===== config.mk =====
export PLATFORM = sky130hd
export DESIGN_NAME = display_scan_mux
export DESIGN_NICKNAME = d
export VERILOG_FILES = /design/src/rtl/display_scan_mux.sv
export SDC_FILE = /design/constraint.sdc
export NUM_CORES = 1
export LEC_CHECK = 0
export ABC_CLOCK_PERIOD_IN_PS = 3600
export CORE_UTILIZATION = 42
export DETAILED_ROUTE_END_ITERATION = 10
export DONT_BUFFER_PORTS = 1
export GPL_TIMING_DRIVEN = 0
export PLACE_DENSITY_LB_ADDON = 0.3
export SYNTH_ARGS = -nofsm -noshare
export SYNTH_HDL_FRONTEND = slang
export SYNTH_SLANG_ARGS = --single-unit

===== constraint.sdc =====
create_clock -name clk -period 3.6 [get_ports clk]
set_input_delay 0.54 -clock clk [delete_from_list [all_inputs] [get_ports clk]]
set_output_delay 0.54 -clock clk [all_outputs]
set_load 0.02 [all_outputs]

===== src/rtl/display_scan_mux.sv =====
// Four-digit seven-segment scan multiplexer with frame-aligned snapshot, blink and anti-ghost dead time.
// Optional feature: define LEADING_ZERO_BLANK_EN to blank a leading zero in the hours-tens position.
module display_scan_mux #(
  parameter int CLK_HZ      = 100_000_000,
  parameter int SCAN_HZ     = 4000,
  parameter int BLINK_HZ    = 2,
  parameter int DEAD_CYCLES = 8
) (
  input  logic       clk,
  input  logic       reset_n,
  input  logic [3:0] hours_tens,
  input  logic [3:0] hours_ones,
  input  logic [3:0] min_tens,
  input  logic [3:0] min_ones,
  input  logic [3:0] blink_mask,
  input  logic       colon_on,
  output logic [3:0] digit,
  output logic [3:0] anode_n,
  output logic       dp_n,
  output logic       frame_start
);

  localparam int TICK_DIV  = CLK_HZ / SCAN_HZ;
  localparam int BLINK_DIV = SCAN_HZ / (2 * BLINK_HZ);
  localparam int CW        = $clog2(TICK_DIV + 1);
  localparam int BW        = $clog2(BLINK_DIV + 1);
  localparam logic [CW-1:0] CNT_MAX  = CW'(TICK_DIV - 1);
  localparam logic [CW-1:0] DEAD_LIM = CW'(DEAD_CYCLES);
  localparam logic [BW-1:0] BCNT_MAX = BW'(BLINK_DIV - 1);

  logic [CW-1:0]     cnt, cnt_nxt;
  logic              tick;
  logic [1:0]        pos, pos_nxt;
  logic [BW-1:0]     bcnt, bcnt_nxt;
  logic              phase, phase_nxt;
  logic [3:0][3:0]   snap, snap_nxt;
  logic              primed, primed_nxt;
  logic              frame_nxt;
  logic [3:0]        digit_nxt, anode_nxt, sel;
  logic              dp_nxt, dead, blank, lz;

  // Scan timing and frame snapshot.
  always_comb begin
    tick       = (cnt == CNT_MAX);
    cnt_nxt    = tick ? '0 : cnt + CW'(1);
    pos_nxt    = tick ? pos + 2'd1 : pos;
    bcnt_nxt   = bcnt;
    phase_nxt  = phase;
    if (tick) begin
      if (bcnt == BCNT_MAX) begin
        bcnt_nxt  = '0;
        phase_nxt = ~phase;
      end else begin
        bcnt_nxt  = bcnt + BW'(1);
      end
    end
    frame_nxt  = tick && (pos == 2'd3);
    snap_nxt   = frame_nxt ? {hours_tens, hours_ones, min_tens, min_ones} : snap;
    primed_nxt = primed | frame_nxt;
  end

  // Outputs are decoded from next-state values so they land one cycle after the tick.
  always_comb begin
    sel   = snap_nxt[pos_nxt];
    dead  = (cnt_nxt < DEAD_LIM);
    blank = !phase_nxt && blink_mask[pos_nxt];
`ifdef LEADING_ZERO_BLANK_EN
    lz    = (pos_nxt == 2'd3) && (snap_nxt[3] == 4'h0);
`else
    lz    = 1'b0;
`endif
    digit_nxt = (blank || lz) ? 4'hF : sel;
    anode_nxt = 4'hF;
    // Nothing is lit until the first real snapshot has been taken.
    if (!(dead || blank || lz || !primed_nxt)) anode_nxt[pos_nxt] = 1'b0;
    dp_nxt = !((pos_nxt == 2'd2) && colon_on && !dead && !blank);
  end

  always_ff @(posedge clk or negedge reset_n) begin
    if (!reset_n) begin
      cnt         <= '0;
      pos         <= 2'd0;
      bcnt        <= '0;
      phase       <= 1'b1;
      snap        <= {4{4'hF}};
      primed      <= 1'b0;
      digit       <= 4'hF;
      anode_n     <= 4'hF;
      dp_n        <= 1'b1;
      frame_start <= 1'b0;
    end else begin
      cnt         <= cnt_nxt;
      pos         <= pos_nxt;
      bcnt        <= bcnt_nxt;
      phase       <= phase_nxt;
      snap        <= snap_nxt;
      primed      <= primed_nxt;
      digit       <= digit_nxt;
      anode_n     <= anode_nxt;
      dp_n        <= dp_nxt;
      frame_start <= frame_nxt;
    end
  end

endmodule


==> summary.txt <==
status - finished clean
yosys warns - 0
vias in the first global route - 1919
full die area - 0.00693 mm²
IO Port Bufs - 0
GPL Wtd Cong - 0.810
XOR/XNOR Fraction of Synth Area - 5.37%
initial antenna violation count - 0
total power - 0.970 mW
Routed wire per std cell - 16.0 µm
layout cells sized above 1 - 21.9%
adder-cell area share of the yosys netlist - 1.35%
Post-Place Setup Slack - 0.473 ns
Least-Margin Pin Slew - 0.759 ns
Critical Path RT - 3.84 ns
WS Path Type - reg2reg
Crit. End Element - flip-flop
Initial DRT Pass Iterations - 4
largest area contributor in the netlist - dfrtp_1
setup bufs post-CTS - 0
pwr dens - 326 mW/mm²
mux cell area share after synthesis - 6.50%
chip height - 83.3 µm
Post-CTS Resized - 0
ANT cells - 0
first-pass GRT wire length - 9580 µm
total track usage - 17.4%
Max-Cap Viols - 0
largest family of logic cells by synthesized area - simple AND/OR/NAND/NOR gates
Die Width - 83.3 µm
reg2reg start - cnt[0]
mapped cell area - 0.00277 mm²
Seq cells post-synth - 55
Final ANT Viol Nets - 0
DRT iter0 DRCs - 77
number of cells on the critical path - 9
Post-DP HPWL - 3870 µm
Top FF cell, synth - dfrtp_1
Cell Chain, Critical Path - ha_1, or4bb_1, nor4_4, and2_1, buf_4, buf_4, mux2i_1, o22ai_1, or4_1
total negative slack - 0 ns
WP data arrival - 3.36 ns
routed wire length - 5540 µm
Post-DP Area - 0.00287 mm²
fin util - 46.8%
Max VDD drop - 0.146 mV
worst clock skew - 0.0142 ns
DRC viols - 0
R2R Setup Slk - 0.48 ns
standard-cell rows - 29
Avg Cell Area, Syn - 10.7 µm²
TritonCTS Sinks - 55
clk slew on worst S/H paths - 0.10 ns
post-synthesis simple-gate area fraction - 24.4%
Area contributors post-synth - dfrtp_1, dfstp_2, nand2_1
Hold Crit Class - in2async
register area share after synthesis - 50.8%
DR vias - 1909
CP max stage delay - 0.53 ns
Slew HR - 49.0%
Post-synth EDFFs - 0
Synth cell types - 45
fin crit period - 3.12 ns
Pleak - 1.22 nW
reg2reg end - digit[1]
Synth top area share - 26.2%
Avg Vias per Cell - 5.52
Worst path most repeated cell - buf_4
largest net degree at the start of global routing - 30
syn_nets - 286
WP buf/inv - 2
CTS tree - built
nets - 294
core area - 0.00635 mm²
final setup vio count - 0
GRT overflow - 0
FMAX - 0.321 GHz
root buf cell - clkbuf_8
post-route cell area - 0.00297 mm²
Max Slew Vio Count - 0
H-tree levels - 2
dpl cells - 337
final cycle utilization of the critical path - 86.7%
hold_buf cts - 1
delay-heaviest family, CP - simple AND/OR/NAND/NOR gates
critical path's slowest cell - or4bb_1
Clock Path Buffers - 2
worst hold margin - 0.0435 ns
crit path max fanout - 10
area delta synth->final - 7.22%
post-synthesis instance total - 260
R2R cell count - 9
IO Count - 33
compound-cell area share of the yosys netlist - 7.98%
Non-Filler Instances - 346
Hold Fails Final Rpt - 0
CP Capture Point - digit[1]
post-synthesis async set-or-reset flop share - 100%
Clock Latency Late Sink - 0.31 ns
Critical Path Start - cnt[0]
Worst Setup Slack, final - 0.480 ns
nature of the critical path startpoint - flip-flop
Num CTS Buffers - 5
Initial Util - 43.7%
RSZ-0062 raised after global routing - no
## placed cells by master (no fill, tap or decap), drive strengths merged, types with 2 or more instances in the layout
master / netlist / routed
nand2: 40 / 40
dfrtp: 29 / 29
dfstp: 26 / 26
xnor2: 14 / 14
inv: 11 / 12
a21oi: 11 / 11
nor3: 11 / 11
nand3: 11 / 11
nand4: 10 / 10
clkbuf: 4 / 10
o21ai: 9 / 9
nor2: 9 / 9
mux2i: 9 / 9
and2: 7 / 7
or4: 6 / 6
buf: 5 / 6
and4: 5 / 5
or3: 4 / 4
o22ai: 4 / 4
mux2: 4 / 4
and3: 3 / 3
xor2: 3 / 3
nor2b: 3 / 3
o31ai: 3 / 3
ha: 3 / 3
nor4: 2 / 2
nand4b: 2 / 2
mux4: 2 / 2
o211ai: 2 / 2
## cell families (layout without fill, tap and decap cells)
family          Yosys count  in the layout
flops                    55             55
buf+inv                  20             29
simple gates            117            117
compound gates           33             33
fa+ha+maj                 3              3
xor+xnor                 17             17
mux                      15             15
## synth_stat cells (3+ instances only)
library cell,count
nor2b_1,3
and2_2,3
mux2i_1,9
nand3_1,9
nor3_1,11
clkbuf_1,4
nand2_1,39
o22ai_1,4
or3_1,4
o21ai_0,9
nand4_1,10
and3_1,3
ha_1,3
dfrtp_1,29
a21oi_1,11
mux2_2,3
and4_1,4
or4_1,4
o31ai_1,3
inv_1,11
and2_1,4
nor2_1,9
xor2_1,3
xnor2_1,14
buf_4,3
dfstp_2,26
## routing by layer
layer	wire [µm]	up-vias	track usage [%]
li1	-	948	-
met1	2830	936	25.0
met2	2490	20	26.5
met3	162	5	3.68
met4	59	0	4.70
met5	0	-	0
## cell type report
type	instances	area, µm²
plain buffers	9	60.1
clock buffers	6	72.6
clock inverters	2	11.3
fillers	580	3380
inverters	11	41.3
multi-input cells	185	1260
flip-flops and latches	55	1410
well taps	77	96.3
repair buffers	1	20.0
## power by group
part / total, mW / leakage, nW / switching (mW) / internal (mW)
logic: 0.0157 / 0.511 / 0.00975 / 0.00594
clock network: 0.334 / 0.0455 / 0.197 / 0.137
registers: 0.621 / 0.662 / 0.000999 / 0.620
## worst min path at each step
| stage | endpoint | start |
|---|---|---|
| after CTS | frame_start | reset_n |
| after floorplan | bcnt[0] | reset_n |
| after global placement | bcnt[4] | reset_n |
| final | frame_start | reset_n |
| after detailed placement | bcnt[3] | reset_n |
| after global routing | frame_start | reset_n |
## sequential cells by signal, summed over array words and instances, names as in the netlist
register,cells
anode_n,4
bcnt,10
cnt,15
digit,4
dp_n,1
frame_start,1
phase,1
pos,2
primed,1
snap,16
No activity file was read; power rests on OpenSTA's default activity.
